===== src/rtl/pc_unit_pkg.sv =====
// pc_unit_pkg: shared types and helpers for the fetch-stage program-counter unit.
//   pc_state_e  : FSM state (run, hold with pending redirect, halt)
//   redir_src_e : winning redirect source reported by the arbiter
//   align_mask  : mask that clears the low alignment bits of a target
package pc_unit_pkg;

  typedef enum logic [1:0] {
    StRun  = 2'd0,
    StHold = 2'd1,
    StHalt = 2'd2
  } pc_state_e;

  typedef enum logic [1:0] {
    SrcNone   = 2'd0,
    SrcFlush  = 2'd1,
    SrcBranch = 2'd2,
    SrcJump   = 2'd3
  } redir_src_e;

  // 32-bit mask with the low 'bits' bits cleared; callers slice to their width.
  function automatic logic [31:0] align_mask(input int unsigned bits);
    if (bits >= 32) begin
      return 32'd0;
    end
    return ~((32'd1 << bits) - 32'd1);
  endfunction

endpackage


===== src/rtl/pc_unit_if.sv =====
// pc_unit_if: request/response bundle between the pipeline control and pc_unit.
//   Requests  : stall, flush/branch/jump enables and targets, halt_req, resume
//   Responses : pc_out, pc_plus_step, fetch_valid, halted
//   master    : pipeline side (drives requests)
//   slave     : pc_unit side (drives responses)
interface pc_unit_if #(
  parameter int unsigned PC_WIDTH = 11
);

  logic                stall;
  logic                flush_en;
  logic [PC_WIDTH-1:0] flush_target;
  logic                branch_en;
  logic [PC_WIDTH-1:0] branch_target;
  logic                jump_en;
  logic [PC_WIDTH-1:0] jump_target;
  logic                halt_req;
  logic                resume;
  logic [PC_WIDTH-1:0] pc_out;
  logic [PC_WIDTH-1:0] pc_plus_step;
  logic                fetch_valid;
  logic                halted;

  modport master (
    output stall, flush_en, flush_target, branch_en, branch_target,
           jump_en, jump_target, halt_req, resume,
    input  pc_out, pc_plus_step, fetch_valid, halted
  );

  modport slave (
    input  stall, flush_en, flush_target, branch_en, branch_target,
           jump_en, jump_target, halt_req, resume,
    output pc_out, pc_plus_step, fetch_valid, halted
  );

endinterface


===== src/rtl/pc_redirect_arb.sv =====
// pc_redirect_arb: combinational priority select among redirect requests.
//   Priority flush > branch > jump. The chosen target has its low ALIGN_BITS cleared.
//   Inputs : flush_en/target, branch_en/target, jump_en/target
//   Outputs: src (winning source, SrcNone if no request), target (aligned)
module pc_redirect_arb
  import pc_unit_pkg::*;
#(
  parameter int unsigned PC_WIDTH   = 11,
  parameter int unsigned ALIGN_BITS = 0
) (
  input  logic                flush_en,
  input  logic [PC_WIDTH-1:0] flush_target,
  input  logic                branch_en,
  input  logic [PC_WIDTH-1:0] branch_target,
  input  logic                jump_en,
  input  logic [PC_WIDTH-1:0] jump_target,
  output redir_src_e          src,
  output logic [PC_WIDTH-1:0] target
);

  localparam logic [31:0]         MaskFull = align_mask(ALIGN_BITS);
  localparam logic [PC_WIDTH-1:0] Mask     = MaskFull[PC_WIDTH-1:0];

  logic [PC_WIDTH-1:0] raw_target;

  always_comb begin
    src        = SrcNone;
    raw_target = '0;
    if (flush_en) begin
      src        = SrcFlush;
      raw_target = flush_target;
    end else if (branch_en) begin
      src        = SrcBranch;
      raw_target = branch_target;
    end else if (jump_en) begin
      src        = SrcJump;
      raw_target = jump_target;
    end
  end

  assign target = raw_target & Mask;

endmodule


===== src/rtl/pc_unit.sv =====
// pc_unit: program counter for the fetch stage.
//   clock : rising-edge clock
//   reset : synchronous, active-high; loads RESET_VECTOR, returns to run
//   bus   : pc_unit_if slave modport (stall, redirects, halt/resume in;
//           pc_out, pc_plus_step, fetch_valid, halted out)
// A branch/jump seen while stalled is parked in pend_q (state hold) and
// applied on the first unstalled cycle; flush always takes effect at once.
module pc_unit
  import pc_unit_pkg::*;
#(
  parameter int unsigned          PC_WIDTH     = 11,
  parameter int unsigned          PC_STEP      = 1,
  parameter logic [PC_WIDTH-1:0]  RESET_VECTOR = '0
) (
  input logic       clock,
  input logic       reset,
  pc_unit_if.slave  bus
);

  localparam int unsigned         ALIGN_BITS = $clog2(PC_STEP);
  localparam logic [PC_WIDTH-1:0] Step       = PC_WIDTH'(PC_STEP);

  pc_state_e           state_q, state_d;
  logic [PC_WIDTH-1:0] pc_q, pc_d;
  logic [PC_WIDTH-1:0] pend_q, pend_d;

  redir_src_e          redir_src;
  logic [PC_WIDTH-1:0] redir_target;

  pc_redirect_arb #(
    .PC_WIDTH   (PC_WIDTH),
    .ALIGN_BITS (ALIGN_BITS)
  ) u_arb (
    .flush_en      (bus.flush_en),
    .flush_target  (bus.flush_target),
    .branch_en     (bus.branch_en),
    .branch_target (bus.branch_target),
    .jump_en       (bus.jump_en),
    .jump_target   (bus.jump_target),
    .src           (redir_src),
    .target        (redir_target)
  );

  always_ff @(posedge clock) begin
    if (reset) begin
      state_q <= StRun;
      pc_q    <= RESET_VECTOR;
      pend_q  <= '0;
    end else begin
      state_q <= state_d;
      pc_q    <= pc_d;
      pend_q  <= pend_d;
    end
  end

  always_comb begin
    state_d = state_q;
    pc_d    = pc_q;
    pend_d  = pend_q;
    unique case (state_q)
      StRun: begin
        if (!bus.stall) begin
          if (redir_src != SrcNone) begin
            pc_d = redir_target;
          end else if (bus.halt_req) begin
            state_d = StHalt;
          end else begin
            pc_d = pc_q + Step;
          end
        end else if (redir_src == SrcFlush) begin
          pc_d = redir_target;
        end else if (redir_src != SrcNone) begin
          pend_d  = redir_target;
          state_d = StHold;
        end
      end
      StHold: begin
        if (redir_src == SrcFlush) begin
          pc_d    = redir_target;
          pend_d  = '0;
          state_d = StRun;
        end else if (bus.stall) begin
          // Latest branch/jump replaces the parked one.
          if (redir_src != SrcNone) begin
            pend_d = redir_target;
          end
        end else begin
          // Parked redirect wins over anything new; halt_req is dropped here.
          pc_d    = pend_q;
          pend_d  = '0;
          state_d = StRun;
        end
      end
      StHalt: begin
        if (redir_src == SrcFlush) begin
          pc_d    = redir_target;
          state_d = StRun;
        end else if (bus.resume) begin
          state_d = StRun;
        end
      end
      default: begin
        state_d = StRun;
      end
    endcase
  end

  assign bus.pc_out       = pc_q;
  assign bus.pc_plus_step = pc_q + Step;
  assign bus.fetch_valid  = !reset && (state_q == StRun) && !bus.stall;
  assign bus.halted       = (state_q == StHalt);

endmodule


===== src/flat_wrapper.sv =====
// flat-port wrapper written by rule: the top's interface ports become plain ports
module pc_unit_flat import pc_unit_pkg::*;
#(
  parameter int unsigned          PC_WIDTH     = 11,
  parameter int unsigned          PC_STEP      = 1,
  parameter logic [PC_WIDTH-1:0]  RESET_VECTOR = '0
)
  (clock, reset, bus_stall, bus_flush_en, bus_flush_target, bus_branch_en, bus_branch_target, bus_jump_en, bus_jump_target, bus_halt_req, bus_resume, bus_pc_out, bus_pc_plus_step, bus_fetch_valid, bus_halted);
  pc_unit_if #(.PC_WIDTH(PC_WIDTH)) bus_i ();
  input logic clock;
  input logic reset;
  input wire logic [$bits(bus_i.stall)-1:0] bus_stall;
  input wire logic [$bits(bus_i.flush_en)-1:0] bus_flush_en;
  input wire logic [$bits(bus_i.flush_target)-1:0] bus_flush_target;
  input wire logic [$bits(bus_i.branch_en)-1:0] bus_branch_en;
  input wire logic [$bits(bus_i.branch_target)-1:0] bus_branch_target;
  input wire logic [$bits(bus_i.jump_en)-1:0] bus_jump_en;
  input wire logic [$bits(bus_i.jump_target)-1:0] bus_jump_target;
  input wire logic [$bits(bus_i.halt_req)-1:0] bus_halt_req;
  input wire logic [$bits(bus_i.resume)-1:0] bus_resume;
  output wire logic [$bits(bus_i.pc_out)-1:0] bus_pc_out;
  output wire logic [$bits(bus_i.pc_plus_step)-1:0] bus_pc_plus_step;
  output wire logic [$bits(bus_i.fetch_valid)-1:0] bus_fetch_valid;
  output wire logic [$bits(bus_i.halted)-1:0] bus_halted;
  assign bus_i.stall = bus_stall;
  assign bus_i.flush_en = bus_flush_en;
  assign bus_i.flush_target = bus_flush_target;
  assign bus_i.branch_en = bus_branch_en;
  assign bus_i.branch_target = bus_branch_target;
  assign bus_i.jump_en = bus_jump_en;
  assign bus_i.jump_target = bus_jump_target;
  assign bus_i.halt_req = bus_halt_req;
  assign bus_i.resume = bus_resume;
  assign bus_pc_out = bus_i.pc_out;
  assign bus_pc_plus_step = bus_i.pc_plus_step;
  assign bus_fetch_valid = bus_i.fetch_valid;
  assign bus_halted = bus_i.halted;
  pc_unit #(.PC_WIDTH(PC_WIDTH), .PC_STEP(PC_STEP), .RESET_VECTOR(RESET_VECTOR)) u_core (.clock(clock), .reset(reset), .bus(bus_i));
endmodule

===== config.mk =====
export PLATFORM = sky130hd
export DESIGN_NAME = pc_unit_flat
export DESIGN_NICKNAME = d
export VERILOG_FILES = /design/src/rtl/pc_unit_pkg.sv /design/src/rtl/pc_unit_if.sv /design/src/rtl/pc_redirect_arb.sv /design/src/rtl/pc_unit.sv /design/src/flat_wrapper.sv
export SDC_FILE = /design/constraint.sdc
export NUM_CORES = 1
export LEC_CHECK = 0
export BUFFER_PORTS_ARGS = -buffer_cell sky130_fd_sc_hd__buf_2
export CAP_MARGIN = 20
export CORE_MARGIN = 4
export CORE_UTILIZATION = 47
export DETAILED_ROUTE_END_ITERATION = 12
export PLACE_DENSITY = 0.83
export SYNTH_ARGS = -nofsm -noshare
export SYNTH_HDL_FRONTEND = slang
export SYNTH_HIERARCHICAL = 1
export SYNTH_SLANG_ARGS = --single-unit

===== constraint.sdc =====
create_clock -name clock -period 1.7 [get_ports clock]
set_input_delay 0.085 -clock clock [delete_from_list [all_inputs] [get_ports clock]]
set_output_delay 0.085 -clock clock [all_outputs]
set_load 0.02 [all_outputs]

==> results of run 1 <==
layout make-up:
class	count	area (µm²)
Inverter	9	33.8
Clock buffer	4	55.1
Timing Repair Buffer	111	686
Multi-Input combinational cell	246	1680
Sequential cell	24	488
Tap cell	52	65.1
Fill cell	362	1470
worst reg2reg max path: cells and delay by family (launching register included):
family                   cells  cell delay, ps
adder cells (fa/ha/maj)      1             210
AO/OA/AOI/OAI                4             650
buffers and inverters        2             190
flip-flops                   1             350
AND/OR/NAND/NOR              1             210
layer usage:
metal  up-vias  track usage (%)  wire length, µm
met5         -                0                0
met2       160             43.6             3870
met4         0             6.70              314
met3        43             3.75              508
li1       1316                -                -
met1      1316             29.8             3050
synth_stat cells, types with 3 or more instances:
library cell   n  area, µm²
nand4_1        4       25.0
xnor2_1        7       61.3
nand3b_1      11       82.6
a22oi_1       11       82.6
a31oi_1        9       56.3
buf_6          3       33.8
a21oi_1       33        165
o21ai_0       23        115
o221a_2        4       45.0
xor2_1         3       26.3
nor2_1        34        128
nor3_1         9       45.0
buf_2          3       15.0
dfxtp_1       24        480
nand3_1        7       35.0
buf_4          3       22.5
ha_1           5       62.6
nand2b_1       5       31.3
clkbuf_1      25       93.8
a22o_1         3       26.3
o2111ai_1      3       26.3
nor2b_1       15       93.8
inv_1          8       30.0
o221ai_1       7       61.3
nand2_1       15       56.3
report_power, final:
part | switching [mW] | internal [mW]
combinational | 1.05 | 0.790
sequential | 0.0885 | 0.669
clock | 0.197 | 0.207
total | 1.33 | 1.67
final timing paths:
check,slack [ps],start,cells after the start,to
setup reg to reg,8,u_core/state_q[1],8,u_core/bus.pc_out[5]
hold / removal,190,reset,2,u_core/pend_q[0]
hold reg to reg,510,u_core/pend_q[3],2,u_core/pend_q[3]
setup / recovery,8,u_core/state_q[1],8,u_core/bus.pc_out[5]
logic make-up after synthesis:
group	count (synthesis)	synth area share [%]
mux	3	1.40
flops	24	21.5
xor+xnor	10	3.93
buf+inv	43	8.92
simple gates	112	26.5
fa+ha+maj	5	2.80
compound gates	116	34.9
what timing repair did:
action	4_1_cts	5_1_grt
endpoints found under the setup margin	23	25
gates cloned	0	1
pin swaps	2	9
setup buffers	0	2
gates resized for setup	9	21
placed cells by master, fill, tap and decap left out, drive strengths merged, types with 3 or more instances in the layout:
| cell | Yosys | final |
|---|---|---|
| nor2 | 34 | 34 |
| a22o | 3 | 3 |
| xor2 | 3 | 3 |
| o221ai | 7 | 7 |
| clkbuf | 25 | 4 |
| nand2 | 15 | 15 |
| nand3b | 11 | 11 |
| a21oi | 35 | 35 |
| a22oi | 11 | 11 |
| inv | 8 | 8 |
| o221a | 4 | 4 |
| xnor2 | 7 | 7 |
| nor3 | 9 | 9 |
| nand3 | 7 | 7 |
| nand4 | 4 | 4 |
| a31oi | 9 | 9 |
| o21ai | 23 | 23 |
| o2111ai | 3 | 3 |
| dfxtp | 24 | 24 |
| buf | 9 | 111 |
| ha | 5 | 5 |
| nor2b | 15 | 15 |
| nand2b | 5 | 5 |
registers in the layout, summed over array words and instances, names as in the netlist:
register,count
u_core/bus.pc_out,11
u_core/pend_q,11
u_core/state_q,2
per-stage QoR:
stage               util, %  hold slack (ps)
floorplan                 -              364
global placement       62.9              443
detailed placement     62.9              466
CTS                    64.9              177
global route           67.3              199
finish                 67.3              189
==> summary.md, run 1 <==
| Metric | Value |
|---|---|
| Post-Syn Area | `0.00223 mm²` |
| DR DRC count | `0` |
| Worst-path clk slew | `90 ps` |
| Worst min-delay path class | `in -> reg` |
| Endpoints failing hold | `0` |
| DR vias | `2835` |
| Dpl cells | `439` |
| PnR worst setup slack | `8.06 ps` |
| Crit path DAT | `1880 ps` |
| Clk sinks | `24` |
| Fin. max-slew vios | `0` |
| Remaining global-route overflow | `0` |
| Tightest Pin Transition | `403 ps` |
| Share of cells above drive strength 1 | `37.8%` |
| Fin nets | `441` |
| P_leak | `1.27 nW` |
| Hold buffer count at CTS | `0` |
| VDD IR max | `0.460 mV` |
| Antenna violations before repair | `0` |
| Tmin final | `1690 ps` |
| Unique masters post-synth | `57` |
| Final cell count without fillers | `446` |
| RSZ-0062 raised after global routing | `yes` |
| Core Box Area | `0.00447 mm²` |
| Port bufs | `64` |
| Die span in y | `76.9 µm` |
| Cell Chain, Critical Path | `inv_2 -> ha_1 -> and2_4 -> a31oi_4 -> o21a_4 -> buf_6 -> o21ai_0 -> a31oi_1` |
| DRT Pass-1 Iters | `5` |
| Routed WL per cell | `17.4 µm` |
| Dpl ws | `-127 ps` |
| Post-synthesis sequential area ratio | `21.5%` |
| Setup TNS | `0 ps` |
| Buf+Inv Stages, Crit Path | `2` |
| Async set-reset flop share out of synthesis | `0%` |
| Power, Total | `3.00 mW` |
| P per Cell Area | `996 mW/mm²` |
| 1st-iter DRT viols | `237` |
| Fin area | `0.00301 mm²` |
| Avg Inst Size Synth | `7.13 µm²` |
| Main synth FF type | `dfxtp_1` |
| # IOs | `65` |
| H-tree depth | `1` |
| Row Count | `24` |
| Worst-Skew Late Latency | `270 ps` |
| CTS tree | `yes` |
| Horiz. Die Dim | `76.9 µm` |
| Status | `finished clean` |
| Die area | `0.00591 mm²` |
| Antenna Cells | `0` |
| Root Driver | `clkbuf_8` |
| Area after DPL | `0.00282 mm²` |
| Worst Path Required | `1880 ps` |
| Crit-path max FO | `8` |
| Syn Nets | `359` |
| Cts bufs inserted | `3` |
| Routed WL | `7740 µm` |
| CP max-delay cell | `dfxtp_2` |
| Number of synthesized register bits | `24` |
| Final setup violation count | `0` |
| Critical Path Source Type | `flip-flop` |
| Setup CP Type | `reg -> reg` |
| DP Wirelength | `5520 µm` |
| Worst setup EP type | `flip-flop` |
| Clk_skew | `4.41 ps` |
| Global-route wire length before repair | `12000 µm` |
| EDFF count, synth | `0` |
| Clock tree buffer depth | `2` |
| GRT Total Usage | `24.3%` |
| Drt via density | `6.36` |
| Fmax | `591 MHz` |
| Post-route ant nets | `0` |
| Initial core utilization | `49.9%` |
| Largest net degree at the start of global routing | `23` |
| CP max stage delay | `350 ps` |
| RePlAce Congestion | `0.897` |
| Slew HR | `73.1%` |
| Crit path max-delay family | `compound AO/OA/AOI/OAI gates` |
| Ys Warns | `6` |
| Max-Cap Viols | `0` |
| Fin crit share | `99.5%` |
| Area grow syn2layout | `34.9%` |
| Gate Count Post-Synth | `313` |
| Number of global-route vias before repair | `2575` |
No activity file was read; power rests on OpenSTA's default activity.
==> run 2, diff against run 1 <==
- RECOVER_POWER: not set -> 100
==> summary.md, run 2 (synthesis results as in run 1) <==
| Metric | Value |
|---|---|
| Crit-path max FO | `7 (-1)` |
| DRT met1 WL | `3000 µm (-1.6%)` |
| Core Util, Final | `67.0% (-0.22 points)` |
| Routed WL | `7840 µm (+1.3%)` |
| 1st-iter DRT viols | `240 (+1.3%)` |
| Root Driver | `clkbuf_8` |
| Min Hold Slack | `183 ps (-6.03 ps)` |
| Worst-Skew Late Latency | `280 ps (about the same)` |
| Initial core utilization | `49.9% (unchanged)` |
| Remaining global-route overflow | `0 (unchanged)` |
| GRT Total Usage | `24.3% (unchanged)` |
| Antenna violations before repair | `0 (unchanged)` |
| # IOs | `65 (unchanged)` |
| Fmax | `597 MHz (+0.94%)` |
| H-tree depth | `1 (unchanged)` |
| Met2 wire length | `3900 µm (+0.77%)` |
| CP max stage delay | `360 ps (about the same)` |
| Post-route ant nets | `0 (unchanged)` |
| Fin. max-slew vios | `0 (unchanged)` |
| CP max-delay cell | `dfxtp_2` |
| Setup CP Type | `reg -> reg` |
| RSZ-0062 raised after global routing | `yes` |
| P_leak | `1.24 nW (-2.3%)` |
| CTS tree | `yes` |
| Crit path DAT | `1860 ps (-20 ps)` |
| Fin nets | `441 (unchanged)` |
| Met3 WL post-DR | `635 µm (+25%)` |
| P per Cell Area | `998 mW/mm² (+0.22%)` |
| Final setup violation count | `0 (unchanged)` |
| Slew HR | `73.1% (about the same)` |
| VDD IR max | `0.461 mV (+0.28%)` |
| Clk sinks | `24 (unchanged)` |
| Antenna Cells | `0 (unchanged)` |
| Area grow syn2layout | `34.4%` |
| Hold buffer count at CTS | `0 (unchanged)` |
| Power, Total | `2.99 mW (-0.11%)` |
| Die area | `0.00591 mm² (unchanged)` |
| Worst min-delay path class | `in -> reg` |
| Most frequent cells in the layout | `buf_2, buf_4, nor2_1, a21oi_1, o21ai_0` |
| Most common cell after layout, fill and taps aside | `buf_2` |
| Largest net degree at the start of global routing | `23 (unchanged)` |
| Die span in y | `76.9 µm (unchanged)` |
| Highest metal used | `met4` |
| DR DRC count | `0 (unchanged)` |
| Tmin final | `1680 ps (-15.8 ps)` |
| Share of cells above drive strength 1 | `35.8% (-2.0 points)` |
| DRT Pass-1 Iters | `7 (+2)` |
| Fin crit share | `98.6% (-0.93 points)` |
| Endpoints failing hold | `0 (unchanged)` |
| RePlAce Congestion | `0.897 (unchanged)` |
| Core Box Area | `0.00447 mm² (unchanged)` |
| Fin area | `0.00300 mm² (-0.33%)` |
| Number of global-route vias before repair | `2575 (unchanged)` |
| Horiz. Die Dim | `76.9 µm (unchanged)` |
| Routed WL per cell | `17.6 µm (+1.3%)` |
| Worst Path Required | `1880 ps (about the same)` |
| Worst setup EP type | `flip-flop` |
| Worst-path clk slew | `90 ps (about the same)` |
| Global-route wire length before repair | `12000 µm (unchanged)` |
| DP Wirelength | `5520 µm (unchanged)` |
| Cts bufs inserted | `3 (unchanged)` |
| Row Count | `24 (unchanged)` |
| Max-Cap Viols | `0 (unchanged)` |
| Status | `finished clean` |
| Port bufs | `64 (unchanged)` |
| Cell Chain, Critical Path | `inv_2 -> ha_4 -> buf_6 -> nor3_1 -> a311oi_1 -> o311ai_1 -> o32ai_2` |
| Setup TNS | `0 ps (unchanged)` |
| DR vias | `2880 (+1.6%)` |
| Drt via density | `6.46 (+1.6%)` |
| Clk_skew | `4.18 ps (-0.225 ps)` |
| Critical Path Source Type | `flip-flop` |
| Tightest Pin Transition | `404 ps (+0.561 ps)` |
| Clock tree buffer depth | `2 (unchanged)` |
| Area after DPL | `0.00282 mm² (unchanged)` |
## run 2: area by class of cell
| type | instances | area (µm²) |
|---|---|---|
| repair buffers | 111 | 676 |
| well taps | 52 | 65.1 |
| clock buffers | 4 | 55.1 |
| flip-flops and latches | 24 | 488 |
| fillers | 365 | 1480 |
| inverters | 9 | 33.8 |
| multi-input cells | 246 | 1680 |
## run 2: power breakdown
group / switching [mW] / internal [mW]
Sequential: 0.0891 / 0.669
Clock: 0.199 / 0.208
Combinational: 1.05 / 0.777
## run 2: worst paths after layout
kind | startpoint | end | slack [ps] | depth (start not counted)
worst min-delay path | reset | u_core/pend_q[0] | 180 | 2
worst max-delay path | u_core/state_q[0] | u_core/bus.pc_out[0] | 20 | 7
worst min register to register | u_core/pend_q[3] | u_core/pend_q[3] | 520 | 2
worst max register to register | u_core/state_q[0] | u_core/bus.pc_out[0] | 20 | 7
## run 2: stage by stage
| stage | cells | setup slack [ps] |
|---|---|---|
| detailed placement | 439 | -127 |
| CTS | 443 | -34.1 |
| global route | 446 | -29.4 |
| global placement | 439 | -27.2 |
| finish | 446 | 23.8 |
| floorplan | 313 | -80.3 |
## run 2: worst max-delay path, delay by kind of cell, from the launching register on
kind,cells,cell delay (ps)
adder cells (fa/ha/maj),1,290
buffers and inverters,2,200
flip-flops,1,360
AND/OR/NAND/NOR,1,60
AO/OA/AOI/OAI,3,670
## run 2: layer usage
metal  global-route usage, %  up-vias
li1                        -     1316
met1                    29.8     1328
met2                    43.6      193
met3                    3.75       43
met4                    6.70        0
met5                       0        -
## run 2: timing repair
item	CTS	global route
resized for setup	9	21
hold endpoints to repair	0	0
buffers inserted	0	2
setup endpoints to repair	23	25
gates cloned	0	1
pin swaps	2	9
